[config.mk]
export PLATFORM = sky130hd
export DESIGN_NAME = regfile_dumper
export DESIGN_NICKNAME = d
export VERILOG_FILES = /design/src/rtl/regfile_dumper.sv
export SDC_FILE = /design/constraint.sdc
export NUM_CORES = 1
export LEC_CHECK = 0
export ABC_AREA = 1
export CAP_MARGIN = 5
export CORE_UTILIZATION = 45
export DETAILED_ROUTE_END_ITERATION = 12
export GPL_ROUTABILITY_DRIVEN = 0
export GPL_TIMING_DRIVEN = 0
export HOLD_SLACK_MARGIN = 0.05
export PLACE_DENSITY = 0.8
export SLEW_MARGIN = 20
export SYNTH_ARGS = -nofsm -noshare
export SYNTH_HDL_FRONTEND = slang
export SYNTH_SLANG_ARGS = --single-unit
[constraint.sdc]
create_clock -name clock -period 3.8 [get_ports clock]
set_input_delay 0.76 -clock clock [delete_from_list [all_inputs] [get_ports clock]]
set_output_delay 0.76 -clock clock [all_outputs]
set_load 0.02 [all_outputs]
[src/rtl/regfile_dumper.sv]
// Register-file debug readout: walks read port A over [first_reg..last_reg] (wrapping)
// and streams (index, value) words on a valid/ready port. Optional trailing XOR word: REGDUMP_CHECKSUM_EN.
module regfile_dumper #(
  parameter int DATA_WIDTH = 32,
  parameter int ADDR_WIDTH = 5,
  parameter int NUM_REGS   = 32
) (
  input  logic                  clock,
  input  logic                  ctrl_reset_n,
  input  logic                  start,
  input  logic [ADDR_WIDTH-1:0] first_reg,
  input  logic [ADDR_WIDTH-1:0] last_reg,
  output logic [ADDR_WIDTH-1:0] ctrl_readRegA,
  input  logic [DATA_WIDTH-1:0] data_readRegA,
  output logic                  out_valid,
  input  logic                  out_ready,
  output logic [ADDR_WIDTH-1:0] out_reg,
  output logic [DATA_WIDTH-1:0] out_data,
  output logic                  out_last,
  output logic                  busy,
  output logic                  done
);

  typedef enum logic [2:0] {
    ST_IDLE  = 3'd0,
    ST_FETCH = 3'd1,
    ST_SEND  = 3'd2,
    ST_CSUM  = 3'd3,
    ST_DONE  = 3'd4
  } state_t;

  state_t                state_q, state_d;
  logic [ADDR_WIDTH-1:0] ptr_q, ptr_d;
  logic [ADDR_WIDTH-1:0] end_q, end_d;
  logic [ADDR_WIDTH-1:0] out_reg_q, out_reg_d;
  logic [DATA_WIDTH-1:0] out_data_q, out_data_d;
  logic                  out_valid_q, out_valid_d;
  logic                  out_last_q, out_last_d;
  logic                  busy_q, busy_d;
  logic                  done_q, done_d;
  logic                  hs_s;
  logic [ADDR_WIDTH-1:0] ptr_inc_s;
`ifdef REGDUMP_CHECKSUM_EN
  logic [DATA_WIDTH-1:0] acc_q, acc_d;
`endif

  assign hs_s          = out_valid_q & out_ready;
  assign ptr_inc_s     = (ptr_q == ADDR_WIDTH'(NUM_REGS - 1)) ? '0 : ptr_q + ADDR_WIDTH'(1);
  assign ctrl_readRegA = ptr_q;
  assign out_valid     = out_valid_q;
  assign out_reg       = out_reg_q;
  assign out_data      = out_data_q;
  assign out_last      = out_last_q;
  assign busy          = busy_q;
  assign done          = done_q;

  always_comb begin
    state_d     = state_q;
    ptr_d       = ptr_q;
    end_d       = end_q;
    out_reg_d   = out_reg_q;
    out_data_d  = out_data_q;
    out_valid_d = out_valid_q;
    out_last_d  = out_last_q;
`ifdef REGDUMP_CHECKSUM_EN
    acc_d       = acc_q;
`endif
    case (state_q)
      ST_IDLE: begin
        if (start) begin
          ptr_d   = first_reg;
          end_d   = last_reg;
`ifdef REGDUMP_CHECKSUM_EN
          acc_d   = '0;
`endif
          state_d = ST_FETCH;
        end else begin
          state_d = ST_IDLE;
        end
      end
      ST_FETCH: begin
        out_data_d  = data_readRegA;
        out_reg_d   = ptr_q;
        out_valid_d = 1'b1;
`ifdef REGDUMP_CHECKSUM_EN
        out_last_d  = 1'b0;
`else
        out_last_d  = (ptr_q == end_q);
`endif
        state_d     = ST_SEND;
      end
      ST_SEND: begin
        if (hs_s) begin
`ifdef REGDUMP_CHECKSUM_EN
          acc_d = acc_q ^ out_data_q;
`endif
          if (ptr_q == end_q) begin
`ifdef REGDUMP_CHECKSUM_EN
            // Checksum word is formed directly from the final data word being accepted.
            out_reg_d   = '0;
            out_data_d  = acc_q ^ out_data_q;
            out_valid_d = 1'b1;
            out_last_d  = 1'b1;
            state_d     = ST_CSUM;
`else
            out_valid_d = 1'b0;
            out_last_d  = 1'b0;
            state_d     = ST_DONE;
`endif
          end else begin
            ptr_d       = ptr_inc_s;
            out_valid_d = 1'b0;
            out_last_d  = 1'b0;
            state_d     = ST_FETCH;
          end
        end else begin
          state_d = ST_SEND;
        end
      end
`ifdef REGDUMP_CHECKSUM_EN
      ST_CSUM: begin
        if (hs_s) begin
          out_valid_d = 1'b0;
          out_last_d  = 1'b0;
          state_d     = ST_DONE;
        end else begin
          state_d = ST_CSUM;
        end
      end
`endif
      ST_DONE: begin
        out_valid_d = 1'b0;
        state_d     = ST_IDLE;
      end
      default: begin
        out_valid_d = 1'b0;
        out_last_d  = 1'b0;
        state_d     = ST_IDLE;
      end
    endcase
    busy_d = (state_d != ST_IDLE);
    done_d = (state_d == ST_DONE);
  end

  always_ff @(posedge clock or negedge ctrl_reset_n) begin
    if (!ctrl_reset_n) begin
      state_q     <= ST_IDLE;
      ptr_q       <= '0;
      end_q       <= '0;
      out_reg_q   <= '0;
      out_data_q  <= '0;
      out_valid_q <= 1'b0;
      out_last_q  <= 1'b0;
      busy_q      <= 1'b0;
      done_q      <= 1'b0;
`ifdef REGDUMP_CHECKSUM_EN
      acc_q       <= '0;
`endif
    end else begin
      state_q     <= state_d;
      ptr_q       <= ptr_d;
      end_q       <= end_d;
      out_reg_q   <= out_reg_d;
      out_data_q  <= out_data_d;
      out_valid_q <= out_valid_d;
      out_last_q  <= out_last_d;
      busy_q      <= busy_d;
      done_q      <= done_d;
`ifdef REGDUMP_CHECKSUM_EN
      acc_q       <= acc_d;
`endif
    end
  end

endmodule

# Yosys cells after proc, flatten, opt, wreduce, memory -nomap -nowiden

Cells that the tools add are included.

Muxes and demuxes: 12
Bitwise logic cells: 3
Add/subtract/negate cells: 1
Equality and inequality tests: 9
Reduce and logical (&&, ||, !) cells: 8

Operators by type and width:

| kind                                          | number |
|---|---|
| two-way mux 5 bit                             | 4 |
| one-hot mux 5 bit (2 select lines)            | 1 |
| one-hot mux 3 bit (3 select lines)            | 1 |
| == test 3 bit, second input constant          | 2 |
| two-way mux 3 bit                             | 2 |
| != test 2 bit, second input constant          | 3 |
| one-hot mux 1 bit (3 select lines)            | 2 |
| AND reduction 2 bit                           | 3 |
| adder 5 x 1 -> 5 bit, second input constant   | 1 |
| == test 5 bit                                 | 1 |
| == test 5 bit, second input constant          | 1 |
| AND reduction 4 bit                           | 1 |
| == test 3 x 1 -> 1 bit, second input constant | 1 |
| == test 3 x 2 -> 1 bit, second input constant | 1 |
| logical NOT 3 bit                             | 1 |
| nonzero test 3 bit                            | 1 |
| two-way mux 1 bit                             | 2 |
| inverter 1 bit                                | 2 |
| nonzero test 2 bit                            | 1 |
| OR reduction 2 bit                            | 1 |
| bitwise AND 1 bit                             | 1 |

Input bits: 46
Logic and storage cells: 42
Output and inout port bits: 46
Bits in registers: 54

# Logic depth before layout (Yosys ltp)

Word-level depth: 5
Gate-level depth with buffers: 9
Depth with buffers taken out: 9

# Worst setup path before layout

OpenSTA, ideal clock, no wires.

Kind: reg-to-reg
Start: reg ptr_q[0], in the netlist ctrl_readRegA[0]
End: reg ptr_q[3], in the netlist ctrl_readRegA[3]
Library setup time: 65 ps
Buffers on the path: 0
Setup slack: 2301 ps
Cell stages (with the launch flop): 10
Data arrival time: 1434 ps
Clock period less this slack: 1499 ps
Data required time: 3735 ps
Cell sequence: dfrtp_1 -> ha_1 -> nand2_1 -> nor2_1 -> ha_1 -> nor2_1 -> nand3_1 -> nand2_1 -> nand3_1 -> nand2_1

Cells in the longest elaborated chain, start to end: 5
Elaborated cells between the ends (all ways): 9
Classes of those cells: add/sub: 1; eq/ne: 3; mux: 4; reduce/logical: 1

Ends and longest elaborated chain:

| element                                               | line | RTL |
|---|---|---|
| from (decl)                                           | 33   | `logic [ADDR_WIDTH-1:0] ptr_q, ptr_d;` |
| from (signal assigned)                                | 161  | `ptr_q <= ptr_d;` |
| adder 5 x 1 -> 5 bit or == test 5 bit (tied branches) | 48   | `assign ptr_inc_s = (ptr_q == ADDR_WIDTH'(NUM_REGS - 1)) ? '0 : ptr_q + ADDR_WIDTH'(1);` |
| two-way mux 5 bit                                     | 48   |  |
| two-way mux 5 bit                                     | 97   | `if (ptr_q == end_q) begin` |
| two-way mux 5 bit                                     | 93   | `if (hs_s) begin` |
| one-hot mux 5 bit (2 select lines)                    | 68   | `case (state_q)` |

Parallel ways exist; a longest one is shown, timed or not. The select of a mux whose other input is x is not followed.
A chain may end at the register's enable or synchronous reset.

# Final worst setup path

Start: reg ptr_q[1], in the netlist ctrl_readRegA[1]
End: out ctrl_readRegA[1]

RTL lines:

| element   | line | RTL |
|---|---|---|
| to (decl) | 13   | `output logic [ADDR_WIDTH-1:0] ctrl_readRegA,` |

No word-level cell between the ends.

==> flow_summary.yaml <==
outcome:
  outcome: "finished clean"
clock_network:
  cts_hold_buf: 0
  cts.clk_slew.worst_paths_ns: 0.09
  postCtsResizedCells: 0
  cts_made_buffers: 5
  numClockSinks: 54
  clock-root-buffer: "sky130_fd_sc_hd__clkbuf_8"
  cts_post_setup_buffers_inserted: 0
  cts.htree.levels: 2
  cts_tree: "yes"
  max-clock-path-buffers: 2
  worstSkewPairLatency_ns: 0.29
critical_path:
  setup.worst_path.end_class: "output pin"
  critical-path-max-stage-delay_ns: 0.66
  r2r_cells: 9
  crit_arrival_ns: 1.46
  cp_cell_sequence: "clkdlybuf4s50_1"
  worst-path-max-fanout: 7
  critPathRequiredTime_ns: 3.04
  cp_num_buf_inv: 1
  critical-path-slowest-cell: "sky130_fd_sc_hd__clkdlybuf4s50_1"
  critical_path.startpoint_type: "flop"
  worst-setup-path-type: "flop to output pin"
  crit_cells: 1
  critPathTopFamily: "buffers and inverters"
sta:
  unrepaired_setup_endpoints_after_global_routing: "no"
  setup_viol_count_final: 0
  skew_ns: 0.002866
  max_slew_margin: 0.5513
  tns_setup_ns: 0
  finalHoldViolations: 0
  period_needed_ns: 2.224
  final.period_utilization: 0.5854
  report.final.slew_viol_count: 0
  clock.fmax_ghz: 0.4496
  timing_worst_slew_pin_value_ns: 0.6730
die:
  fp-row-count: 25
  fp.dieW_um: 73.88
  die_area_um2: 5458
  io_pins: 92
  start_util: 0.4795
  die_y_um: 73.88
  core_area_um2: 4848
detailed_routing:
  route.antenna.remaining_nets: 0
  detail_route.vias_per_cell: 4.692
  detail_route.wl_per_cell_um: 12.08
  drt_first_iter_violations: 84
  postRouteWirelength_um: 5301
  routed-via-count: 2060
  detailedRoute.firstPassIterationCount: 4
  drc_errors: 0
global_routing:
  grt_antenna_before_repair: 0
  grt_overflow_total: 0
  grt_max_degree: 55
  groute.usage.overall: 0.2081
  grt_pass1_vias: 1974
  first_pass_grt_wire_length_um: 8549
cells_and_area:
  area_growth_syn_to_layout_pct: 47.52
  largest_reg_flops: 32
  drive_above_1_share: 0.08602
  antenna_cells_inserted: 0
  nNetsFinal: 420
hold_path:
  hold_depth: 2
  hp-class: "flop to flop"
pwr:
  peakVddDrop_v: 0.0005391
  p_leak_nw: 1.746
  power.density_nw_per_um2: 885.1
  report.power.total_mw: 3.036
run:
  maxCapViolations: 0
place:
  buffer_ports.inserted: 91
  detailed_place_hpwl_um: 3958
yosys:
  synthCells: 274
  syn_area_per_cell_um2: 8.484
  synthesis.area_um2: 2325
  synth_warnings: 0
  synth-seq-area-share: 0.5813
  synth_nets: 322
  synth.lib_cells_used.distinct: 22
  number_of_synthesized_register_bits: 54
[cell usage after synthesis, drive strengths merged]
cell type  count  area share
xor2           1      0.0038
dfrtp         54        0.58
a21oi          3      0.0065
ha             2       0.011
nor3           1      0.0070
buf            8       0.018
xnor2          1      0.0038
o21ai          7       0.015
nor2          13       0.029
mux2           2      0.0097
inv           20       0.032
nand4          3       0.011
nand2        144        0.24
nand3         15       0.037
[where the power goes]
group | internal (mW) | switching [mW] | total, mW
combinational | 0.701 | 0.914 | 1.62
sequential | 0.848 | 0.185 | 1.03
clock | 0.211 | 0.176 | 0.387
total | 1.76 | 1.28 | 3.04
[final cells by class]
class	instances	area (µm²)
timing repair buffer	91	908.4
buffer	8	42.54
clock inverter	1	30.03
multi-input combinational	192	855.8
fill	418	1419
inverter	20	75.07
clock buffer	6	82.58
tap	67	83.83
sequential	54	1351
[stage by stage]
| stage | setup slack [ns] | utilization | instance area (µm²) | hold slack, ns | instances |
|---|---|---|---|---|---|
| after global placement | 0.3877 | 0.6846 | 3319 | 0.4525 | 432 |
| after CTS | 1.571 | 0.7074 | 3430 | 0.4797 | 439 |
| after floorplan | 2.301 | - | 2325 | 0.4644 | 274 |
| after global routing | 1.531 | 0.7074 | 3430 | 0.4921 | 439 |
| after detailed placement | 1.906 | 0.6841 | 3317 | 0.4571 | 432 |
| final | 1.576 | 0.7074 | 3430 | 0.4733 | 439 |
[tightest hold or removal path, delay by kind of cell (launching register included)]
family	cells	cell delay [ns]
simple gates	2	0.09
flops	1	0.35
[routing by layer]
metal / share of wire / GRT usage / up-vias
met3: 0.047 / 0.04664 / 6
li1: - / - / 1038
met4: 0.013 / 0.07265 / 0
met2: 0.50 / 0.3721 / 68
met5: 0 / 0 / -
met1: 0.44 / 0.2448 / 948
[layout by cell type (no fill, tap or decap), types with 2 or more instances in the layout]
cell type,instances
sky130_fd_sc_hd__nand2_1,141
sky130_fd_sc_hd__clkdlybuf4s50_1,90
sky130_fd_sc_hd__dfrtp_1,54
sky130_fd_sc_hd__inv_1,16
sky130_fd_sc_hd__nand3_1,13
sky130_fd_sc_hd__nor2_1,10
sky130_fd_sc_hd__buf_2,7
sky130_fd_sc_hd__clkbuf_8,6
sky130_fd_sc_hd__o21ai_1,5
sky130_fd_sc_hd__inv_2,4
sky130_fd_sc_hd__nand2_2,3
sky130_fd_sc_hd__a21oi_1,3
sky130_fd_sc_hd__nor2_4,2
sky130_fd_sc_hd__nand3_2,2
sky130_fd_sc_hd__nand4_1,2
sky130_fd_sc_hd__buf_4,2
sky130_fd_sc_hd__mux2_2,2
sky130_fd_sc_hd__o21ai_0,2
sky130_fd_sc_hd__ha_1,2
[path summary, 6_finish.rpt]
path                             startpoint                to  slack (ns)
max reg2reg                ctrl_readRegA[0]  ctrl_readRegA[3]        2.24
min in group asynchronous      ctrl_reset_n          end_q[2]        0.50
max in group asynchronous      ctrl_reset_n          end_q[0]        2.86
max                        ctrl_readRegA[1]  ctrl_readRegA[1]        1.58
min                              out_reg[1]        out_reg[1]        0.47
min reg2reg                      out_reg[1]        out_reg[1]        0.47
[logic make-up after synthesis]
family / share of synthesized area
AND/OR/NAND/NOR: 0.3186
flip-flops: 0.5813
buffers and inverters: 0.05059
AO/OA/AOI/OAI: 0.02153
XOR/XNOR: 0.007536
multiplexers: 0.009687
adder cells (fa/ha/maj): 0.01076
Power figures use the tool's default switching activity.
